## config.mk

```make
export PLATFORM = sky130hd
export DESIGN_NAME = key_event_ctrl_flat
export DESIGN_NICKNAME = d
export VERILOG_FILES = /design/src/rtl/key_event_ctrl_if.sv /design/src/rtl/key_event_ctrl.sv /design/src/flat_wrapper.sv
export SDC_FILE = /design/constraint.sdc
export NUM_CORES = 1
export LEC_CHECK = 0
export ABC_AREA = 1
export CORE_ASPECT_RATIO = 0.9
export CORE_UTILIZATION = 55
export DETAILED_ROUTE_END_ITERATION = 16
export PLACE_DENSITY = 0.72
export SETUP_SLACK_MARGIN = 0.15
export SKIP_CTS_REPAIR_TIMING = 1
export SLEW_MARGIN = 5
export SYNTH_ARGS = -nofsm -noshare
export SYNTH_HDL_FRONTEND = slang
export SYNTH_SLANG_ARGS = --single-unit
```

## constraint.sdc

```tcl
create_clock -name clk -period 4.2 [get_ports clk]
set_input_delay 0.84 -clock clk [delete_from_list [all_inputs] [get_ports clk]]
set_output_delay 0.84 -clock clk [all_outputs]
set_load 0.03 [all_outputs]
```

## src/rtl/key_event_ctrl_if.sv

```systemverilog
// Event stream between the key controller and its consumer: show-ahead
// valid/ready head of the event FIFO plus the sticky overflow flag.
interface key_event_ctrl_if #(
    parameter int NUM_KEYS = 4
);
    localparam int KEY_W = (NUM_KEYS > 1) ? $clog2(NUM_KEYS) : 1;

    logic             evt_valid;
    logic             evt_ready;
    logic [KEY_W-1:0] evt_key;
    logic [1:0]       evt_type;
    logic             evt_overflow;
    logic             clr_overflow;

    modport master (
        output evt_valid, evt_key, evt_type, evt_overflow,
        input  evt_ready, clr_overflow
    );

    modport slave (
        input  evt_valid, evt_key, evt_type, evt_overflow,
        output evt_ready, clr_overflow
    );
endinterface

```

## src/rtl/key_event_ctrl.sv

```systemverilog
// Push-button debounce and event controller: one shared debounce/long-press
// step is time-multiplexed over all keys once per sample tick.
module key_event_ctrl #(
    parameter int NUM_KEYS       = 4,
    parameter int CLK_FREQ_HZ    = 50_000_000,
    parameter int SAMPLE_US      = 1000,
    parameter int STABLE_SAMPLES = 20,
    parameter int LONG_SAMPLES   = 1000,
    parameter int FIFO_DEPTH     = 8
) (
    input  logic                clk,
    input  logic                rst,
    input  logic [NUM_KEYS-1:0] key_in,
    output logic [NUM_KEYS-1:0] key_level,
    key_event_ctrl_if.master    evt
);
    localparam int SAMPLE_CYCLES = CLK_FREQ_HZ / 1_000_000 * SAMPLE_US;
    localparam int KEY_W  = (NUM_KEYS > 1) ? $clog2(NUM_KEYS) : 1;
    localparam int PRE_W  = (SAMPLE_CYCLES > 1) ? $clog2(SAMPLE_CYCLES) : 1;
    localparam int CNT_W  = $clog2(STABLE_SAMPLES + 1);
    localparam int HOLD_W = $clog2(LONG_SAMPLES + 1);
    localparam int PTR_W  = $clog2(FIFO_DEPTH);

    localparam logic [1:0] EVT_NONE    = 2'b00;
    localparam logic [1:0] EVT_PRESS   = 2'b01;
    localparam logic [1:0] EVT_RELEASE = 2'b10;
    localparam logic [1:0] EVT_LONG    = 2'b11;

    typedef enum logic {IDLE, SCAN} state_t;

    logic [NUM_KEYS-1:0] sync_p0, sync_p1, snap;
    logic [PRE_W-1:0]    pre_cnt;
    logic                tick;
    state_t              state, state_n;
    logic [KEY_W-1:0]    idx, idx_n;
    logic                step_en;

    logic [CNT_W-1:0]    cnt  [NUM_KEYS];
    logic [HOLD_W-1:0]   hold [NUM_KEYS];
    logic [NUM_KEYS-1:0] long_done;

    logic                cur_lvl, nxt_lvl, nxt_ld, push;
    logic [CNT_W-1:0]    nxt_cnt;
    logic [HOLD_W-1:0]   nxt_hold;
    logic [1:0]          push_type;

    logic [KEY_W+1:0]    mem [FIFO_DEPTH];
    logic [PTR_W:0]      wr_ptr, rd_ptr;
    logic                empty, full, pop, push_ok, overflow;

    // Input synchronizer, inverted so 1 means pressed
    always_ff @(posedge clk) begin
        if (rst) begin
            sync_p0 <= '0;
            sync_p1 <= '0;
        end else begin
            sync_p0 <= ~key_in;
            sync_p1 <= sync_p0;
        end
    end

    assign tick = (pre_cnt == PRE_W'(SAMPLE_CYCLES - 1));

    always_ff @(posedge clk) begin
        if (rst) begin
            pre_cnt <= '0;
            snap    <= '0;
        end else begin
            pre_cnt <= tick ? '0 : pre_cnt + PRE_W'(1);
            if (tick) snap <= sync_p1;
        end
    end

    // Scan sequencer
    always_ff @(posedge clk) begin
        if (rst) begin
            state <= IDLE;
            idx   <= '0;
        end else begin
            state <= state_n;
            idx   <= idx_n;
        end
    end

    always_comb begin
        state_n = state;
        idx_n   = idx;
        step_en = 1'b0;
        case (state)
            IDLE: begin
                if (tick) begin
                    state_n = SCAN;
                    idx_n   = '0;
                end
            end
            SCAN: begin
                step_en = 1'b1;
                if (idx == KEY_W'(NUM_KEYS - 1)) state_n = IDLE;
                else                             idx_n   = idx + KEY_W'(1);
            end
            default: state_n = IDLE;
        endcase
    end

    // Shared per-key step: a toggle and a long event never coincide
    always_comb begin
        cur_lvl   = key_level[idx];
        nxt_lvl   = cur_lvl;
        nxt_cnt   = cnt[idx];
        nxt_hold  = hold[idx];
        nxt_ld    = long_done[idx];
        push_type = EVT_NONE;
        if (snap[idx] == cur_lvl) begin
            nxt_cnt = '0;
        end else if (cnt[idx] + CNT_W'(1) == CNT_W'(STABLE_SAMPLES)) begin
            nxt_lvl = ~cur_lvl;
            nxt_cnt = '0;
            if (!cur_lvl) begin
                push_type = EVT_PRESS;
                nxt_hold  = '0;
                nxt_ld    = 1'b0;
            end else begin
                push_type = EVT_RELEASE;
            end
        end else begin
            nxt_cnt = cnt[idx] + CNT_W'(1);
        end
        if (cur_lvl && nxt_lvl && !long_done[idx]) begin
            nxt_hold = hold[idx] + HOLD_W'(1);
            if (hold[idx] + HOLD_W'(1) == HOLD_W'(LONG_SAMPLES)) begin
                push_type = EVT_LONG;
                nxt_ld    = 1'b1;
            end
        end
    end

    assign push = step_en && (push_type != EVT_NONE);

    always_ff @(posedge clk) begin
        if (rst) begin
            key_level <= '0;
            long_done <= '0;
            for (int k = 0; k < NUM_KEYS; k++) begin
                cnt[k]  <= '0;
                hold[k] <= '0;
            end
        end else if (step_en) begin
            key_level[idx] <= nxt_lvl;
            long_done[idx] <= nxt_ld;
            cnt[idx]       <= nxt_cnt;
            hold[idx]      <= nxt_hold;
        end
    end

    // Event FIFO: a pop frees the slot for a same-cycle push, no bypass
    assign empty   = (wr_ptr == rd_ptr);
    assign full    = (wr_ptr[PTR_W] != rd_ptr[PTR_W]) &&
                     (wr_ptr[PTR_W-1:0] == rd_ptr[PTR_W-1:0]);
    assign pop     = !empty && evt.evt_ready;
    assign push_ok = push && (!full || pop);

    always_ff @(posedge clk) begin
        if (rst) begin
            wr_ptr   <= '0;
            rd_ptr   <= '0;
            overflow <= 1'b0;
        end else begin
            if (push_ok) wr_ptr <= wr_ptr + (PTR_W + 1)'(1);
            if (pop)     rd_ptr <= rd_ptr + (PTR_W + 1)'(1);
            if (push && !push_ok)  overflow <= 1'b1;
            else if (evt.clr_overflow) overflow <= 1'b0;
        end
    end

    always_ff @(posedge clk) begin
        if (push_ok) mem[wr_ptr[PTR_W-1:0]] <= {idx, push_type};
    end

    assign evt.evt_valid    = !empty;
    assign {evt.evt_key, evt.evt_type} = empty ? '0 : mem[rd_ptr[PTR_W-1:0]];
    assign evt.evt_overflow = overflow;
endmodule

```

## src/flat_wrapper.sv

```systemverilog
// flat-port wrapper written by rule: the top's interface ports become plain ports
module key_event_ctrl_flat 
#(
    parameter int NUM_KEYS       = 4,
    parameter int CLK_FREQ_HZ    = 50_000_000,
    parameter int SAMPLE_US      = 1000,
    parameter int STABLE_SAMPLES = 20,
    parameter int LONG_SAMPLES   = 1000,
    parameter int FIFO_DEPTH     = 8
)
  (clk, rst, key_in, key_level, evt_evt_valid, evt_evt_key, evt_evt_type, evt_evt_overflow, evt_evt_ready, evt_clr_overflow);
  key_event_ctrl_if #(.NUM_KEYS(NUM_KEYS)) evt_i ();
  input  logic clk;
  input  logic rst;
  input  logic [NUM_KEYS-1:0] key_in;
  output logic [NUM_KEYS-1:0] key_level;
  output wire logic [$bits(evt_i.evt_valid)-1:0] evt_evt_valid;
  output wire logic [$bits(evt_i.evt_key)-1:0] evt_evt_key;
  output wire logic [$bits(evt_i.evt_type)-1:0] evt_evt_type;
  output wire logic [$bits(evt_i.evt_overflow)-1:0] evt_evt_overflow;
  input wire logic [$bits(evt_i.evt_ready)-1:0] evt_evt_ready;
  input wire logic [$bits(evt_i.clr_overflow)-1:0] evt_clr_overflow;
  assign evt_evt_valid = evt_i.evt_valid;
  assign evt_evt_key = evt_i.evt_key;
  assign evt_evt_type = evt_i.evt_type;
  assign evt_evt_overflow = evt_i.evt_overflow;
  assign evt_i.evt_ready = evt_evt_ready;
  assign evt_i.clr_overflow = evt_clr_overflow;
  key_event_ctrl #(.NUM_KEYS(NUM_KEYS), .CLK_FREQ_HZ(CLK_FREQ_HZ), .SAMPLE_US(SAMPLE_US), .STABLE_SAMPLES(STABLE_SAMPLES), .LONG_SAMPLES(LONG_SAMPLES), .FIFO_DEPTH(FIFO_DEPTH)) u_core (.clk(clk), .rst(rst), .key_in(key_in), .key_level(key_level), .evt(evt_i));
endmodule
```

; After elaboration in Yosys (flattened, before gate mapping)
; Memories as Yosys holds them, arrays and structs flattened. A register that Yosys moved wholly into a read port is not among the register bits.
; Index checks and enable logic that the tools add are counted.
[totals]
register_bits = 48
ram_bits = 92
inputBits = 8
elab_cells = 111
memories = 3
[op_classes]
add_sub_neg = 6
magnitude_cmp = 2
eq_ne = 10
mux = 57
n_bitwise = 3
n_reduce_logical = 19
[mem_list]
columns = memory, words, word_bits, read_ports, rd_ports_with_merged_regs, wr, line_no
row1 = u_core.hold, 4, 10, 1, 1, 4, key_event_ctrl.sv:39  ; logic [HOLD_W-1:0] hold [NUM_KEYS];
row2 = u_core.mem, 8, 4, 1, 1, 1, key_event_ctrl.sv:47  ; logic [KEY_W+1:0] mem [FIFO_DEPTH];
row3 = u_core.cnt, 4, 5, 1, 1, 4, key_event_ctrl.sv:38  ; logic [CNT_W-1:0] cnt [NUM_KEYS];
[ops]
columns = operator, n
row1 = two-way mux 10 bit, 5
row2 = two-way mux 2 bit, 13
row3 = two-way mux 1 bit, 25
row4 = adder 16 x 1 -> 16 bit (second input constant), 1
row5 = == test 16 bit (second input constant), 1
row6 = two-way mux 5 bit, 3
row7 = adder 10 x 1 -> 10 bit (second input constant), 1
row8 = == test 10 bit (second input constant), 1
row9 = OR reduction 10 bit, 1
row10 = adder 4 x 1 -> 4 bit (second input constant), 2
row11 = bitwise mux 4 bit, 2
row12 = logical AND 1 bit, 8
row13 = binary-select mux 1 bit (select 2 bit), 3
row14 = two-way mux 3 bit, 2
row15 = adder 5 x 1 -> 5 bit (second input constant), 1
row16 = == test 5 bit (second input constant), 1
row17 = OR reduction 5 bit, 1
row18 = == test 4 bit, 1
row19 = zero test 1 bit, 4
row20 = two-way mux 4 bit, 1
row21 = NOT 4 bit, 1
row22 = one-hot mux 2 bit (2 select lines), 1
row23 = nonzero test 2 bit, 2
row24 = == test 3 bit, 1
row25 = other kinds (14), 15

; Longest topological paths before layout
[logic_depth]
ltp_word = 14
mapped_depth = 21
depth_no_buf = 20

; Least setup slack after synthesis
; Ideal clock, no wire load.
[synth_path]
path_type = register -> register
start = register (tool-made name)
end = memory u_core.mem[2][0] in the netlist's numbering, enable pin
setup_time_ns = 0.329
arrival_ns = 2.337
setup_slack_ns = 1.534
path_stages_with_launch = 19
cell_sequence = dfxtp_1 > buf_6 > buf_12 > o211ai_2 > nand2_2 > inv_1 > ha_1 > nand3_2 > o21ai_1 > nand2_1 > nor2_1 > nand3_2 > nor2_4 > nand2_4 > nand3_4 > nand2_2 > inv_2 > nand3_2 > nor2_1
[synth_rtl]
columns = item, line_no
row1 = to (decl), key_event_ctrl.sv:47

==> impl_metrics.toml <==
[outcome]
outcome = "finished clean"

[clocking]
tritoncts = "built"
clock_latency_reported_for_the_late_side_of_the_worst_skew_pair_ns = 0.42
clock_tree.htree_level_count = 4
clockBufferDepth = 2
clkTransAtPathRegs_ns = 0.06
clockRootBuffer = "clkbuf_16"
clock_sinks = 145
cts_buffers = 17

[sta]
setup_repair_after_global_routing_missed_its_margin = "false"
slew_headroom = 0.473
final_hold_viol_count = 0
timing.final.ws_setup_ns = 0.663
fmax_mhz = 283
crit_path_time_final_ns = 3.54
timing.final.crit_share = 0.842
tightest_slew_ns = 0.790
clock_skew_ns = 0.0110
finalSetupViolCount = 0
slew_violations = 0
setup-tns-final_ns = 0

[power]
cellLeakagePower_nw = 3.13
irDropWorstVdd_mv = 0.291
powerDensity_mw_per_mm2 = 414

[finish]
antenna_cell_count = 0
layout.cells.most_common_list = "nor2_1 (137), nand2_1 (136), edfxtp_1 (92)"
finish.net_count = 793
syn2layout_area_growth_pct = 13.2
most_common_cell_after_layout_fill_and_taps_aside = "nor2_1"
drive_above_1_share = 0.152

[worst_setup_path]
critPathRequiredTime_ns = 3.36
path_class = "reg2out"
cp_max_fo = 17
crit_chain = "inv_1, o21ai_0, o22ai_1, o21ai_0, a31oi_1, clkdlybuf4s50_1"
cpMaxStageDelayCell = "dfxtp_1"
critical_path_arrival_ns = 2.70
critical-path-max-stage-delay_ns = 0.64
path_common_cell = "o21ai_0"
critPathLaunchType = "flop"
timing.critical_path.to_type = "output port"

[route]
total_wirelength_of_the_detailed_routed_design_microns = 14600
via_total_after_detailed_routing = 5181
remaining_antenna_violation_count_after_routing = 0
first_iter_violations = 322
drt-wirelength-per-cell_microns = 15.4
drtPass1Iterations = 5
drc_errors = 0
detail_route.vias_per_cell = 5.46

[logic_synthesis]
synthAdderAreaFrac = 0.0159
syn-mean-instance-area_sq_um = 9.39
yosys.cell_types.count = 50
netlist_instances = 753
postSynth.topFlopCell = "edfxtp_1"
synth_area_sq_mm = 0.00707
register_area_share_after_synthesis = 0.541
synth_xor_xnor_area_share = 0.0124
yosysTopAreaCellShare = 0.391
synth_largest_area_cell = "edfxtp_1"
share_of_the_synthesized_area_in_compound_gates_ao_oa_aoi_oai = 0.111
ys_seq_elements = 145
yosys_warnings = 0
share_of_synthesized_cell_area_in_and_or_nand_and_nor_gates = 0.254
synth_area_leaders = "edfxtp_1 (39%), dfxtp_1 (15%), nor2_1 (7.3%)"
number_of_enable_type_register_cells_in_the_synthesized_netlist = 92
synth-async-reset-ratio = 0
main_combinational_cell_family_by_area_after_synthesis = "simple AND/OR/NAND/NOR gates"
synth.area.mux_share = 0
synth_nets = 770

[place]
final_wtd_congestion = 0.909
place_worst_setup_slack_ns = 0.850
place.detailed.hpwl_microns = 9890
placement.io_buffers = 17

[floorplanning]
fp.dieW_microns = 122
die_y_microns = 110
die_area_sq_mm = 0.0133
effective_utilization_at_floorplan = 0.576
core-area_sq_mm = 0.0123
io_pins = 18
rows = 38

[grt]
maximum_number_of_pins_on_one_net_before_global_route_repair = 29
antenna_found_initial = 0
global_route.usage.total = 0.238
via_count_of_the_first_global_routing_pass = 4874
first_pass_grt_wire_length_microns = 23800
globalRouteOverflowTotal = 0

[flow_run]
drv_cap = 0

[min_path]
worst_hold_path_type = "reg2reg"
==> power by group <==
part | switching [mW] | internal (mW) | leakage, nW | total (mW)
logic | 0.115 | 0.0607 | 1.42 | 0.176
clock network | 0.552 | 1.02 | 0.323 | 1.58
registers | 0.0199 | 1.54 | 1.38 | 1.56
total | 0.688 | 2.62 | 3.13 | 3.31
==> cells by family (layout without fill, tap and decap cells) <==
logic type	after synthesis	count (layout)
and+or+nand+nor	380	380
DFF	145	145
xor gates and xnor gates	10	10
buffers and inverters	99	135
AOI/OAI and AO/OA	110	110
adders and majority gates	9	9
==> final timing paths <==
check                      endpoint  depth (start not counted)              start  slack, ns
setup reg to reg   u_core.mem[2][3]                         13               flop       0.81
hold reg to reg   u_core.sync_p1[1]                          2  u_core.sync_p0[1]       0.40
setup / recovery    evt_evt_type[1]                          6               flop       0.66
hold / removal    u_core.sync_p1[1]                          2  u_core.sync_p0[1]       0.40
==> routing by layer <==
| layer | global-route usage | up-vias | routed length, microns |
|---|---|---|---|
| li1 | - | 2575 | - |
| met1 | 0.307 | 2459 | 6500 |
| met2 | 0.399 | 134 | 7180 |
| met3 | 0.0539 | 13 | 750 |
| met4 | 0.0723 | 0 | 148 |
| met5 | 0 | - | 0 |
==> stage by stage <==
step / utilization / instance area, sq um / hold WS, ns / total power, mW / std cells
finish: 0.652 / 8000 / 0.404 / 3.31 / 949
floorplan: - / 7070 / 0.388 / 1.70 / 753
detailed placement: 0.600 / 7350 / 0.400 / 1.76 / 917
CTS: 0.652 / 8000 / 0.408 / 3.33 / 949
global placement: 0.600 / 7350 / 0.390 / 1.76 / 917
global route: 0.652 / 8000 / 0.426 / 3.41 / 949
==> synth_stat cells, drive strengths merged (3+ instances only) <==
| master | count |
|---|---|
| nand3 | 50 |
| clkinv | 4 |
| inv | 72 |
| a21oi | 32 |
| a31oi | 5 |
| o22ai | 8 |
| xor2 | 5 |
| buf | 15 |
| o21ai | 47 |
| nor2 | 146 |
| o211ai | 6 |
| a22oi | 5 |
| edfxtp | 92 |
| dfxtp | 53 |
| nor3 | 5 |
| ha | 9 |
| clkbuf | 8 |
| nand4 | 11 |
| nand2 | 160 |
| a32oi | 3 |
| xnor2 | 5 |
==> critical path, delay by kind of cell, from the launching register on <==
| kind | cells | cell delay [ns] |
|---|---|---|
| AOI/OAI and AO/OA | 4 | 0.67 |
| DFF | 1 | 0.64 |
| buffers and inverters | 2 | 0.96 |
==> state kept, by name (all words and copies together) (netlist names), 4 cells and up, named ones only <==
name              count
u_core.hold          40
u_core.mem           32
u_core.cnt           20
u_core.pre_cnt       16
u_core.key_level      4
u_core.long_done      4
u_core.rd_ptr         4
u_core.snap           4
u_core.sync_p0        4
u_core.sync_p1        4
u_core.wr_ptr         4
==> layout make-up <==
type	instances	area, sq um
clock buffer	27	589
clock inverter	5	55.1
fill	966	4270
inverter	76	298
multi-input combinational	509	2790
sequential	145	3820
tap	160	200
timing repair buffer	27	245
No activity file was read; power rests on OpenSTA's default activity.
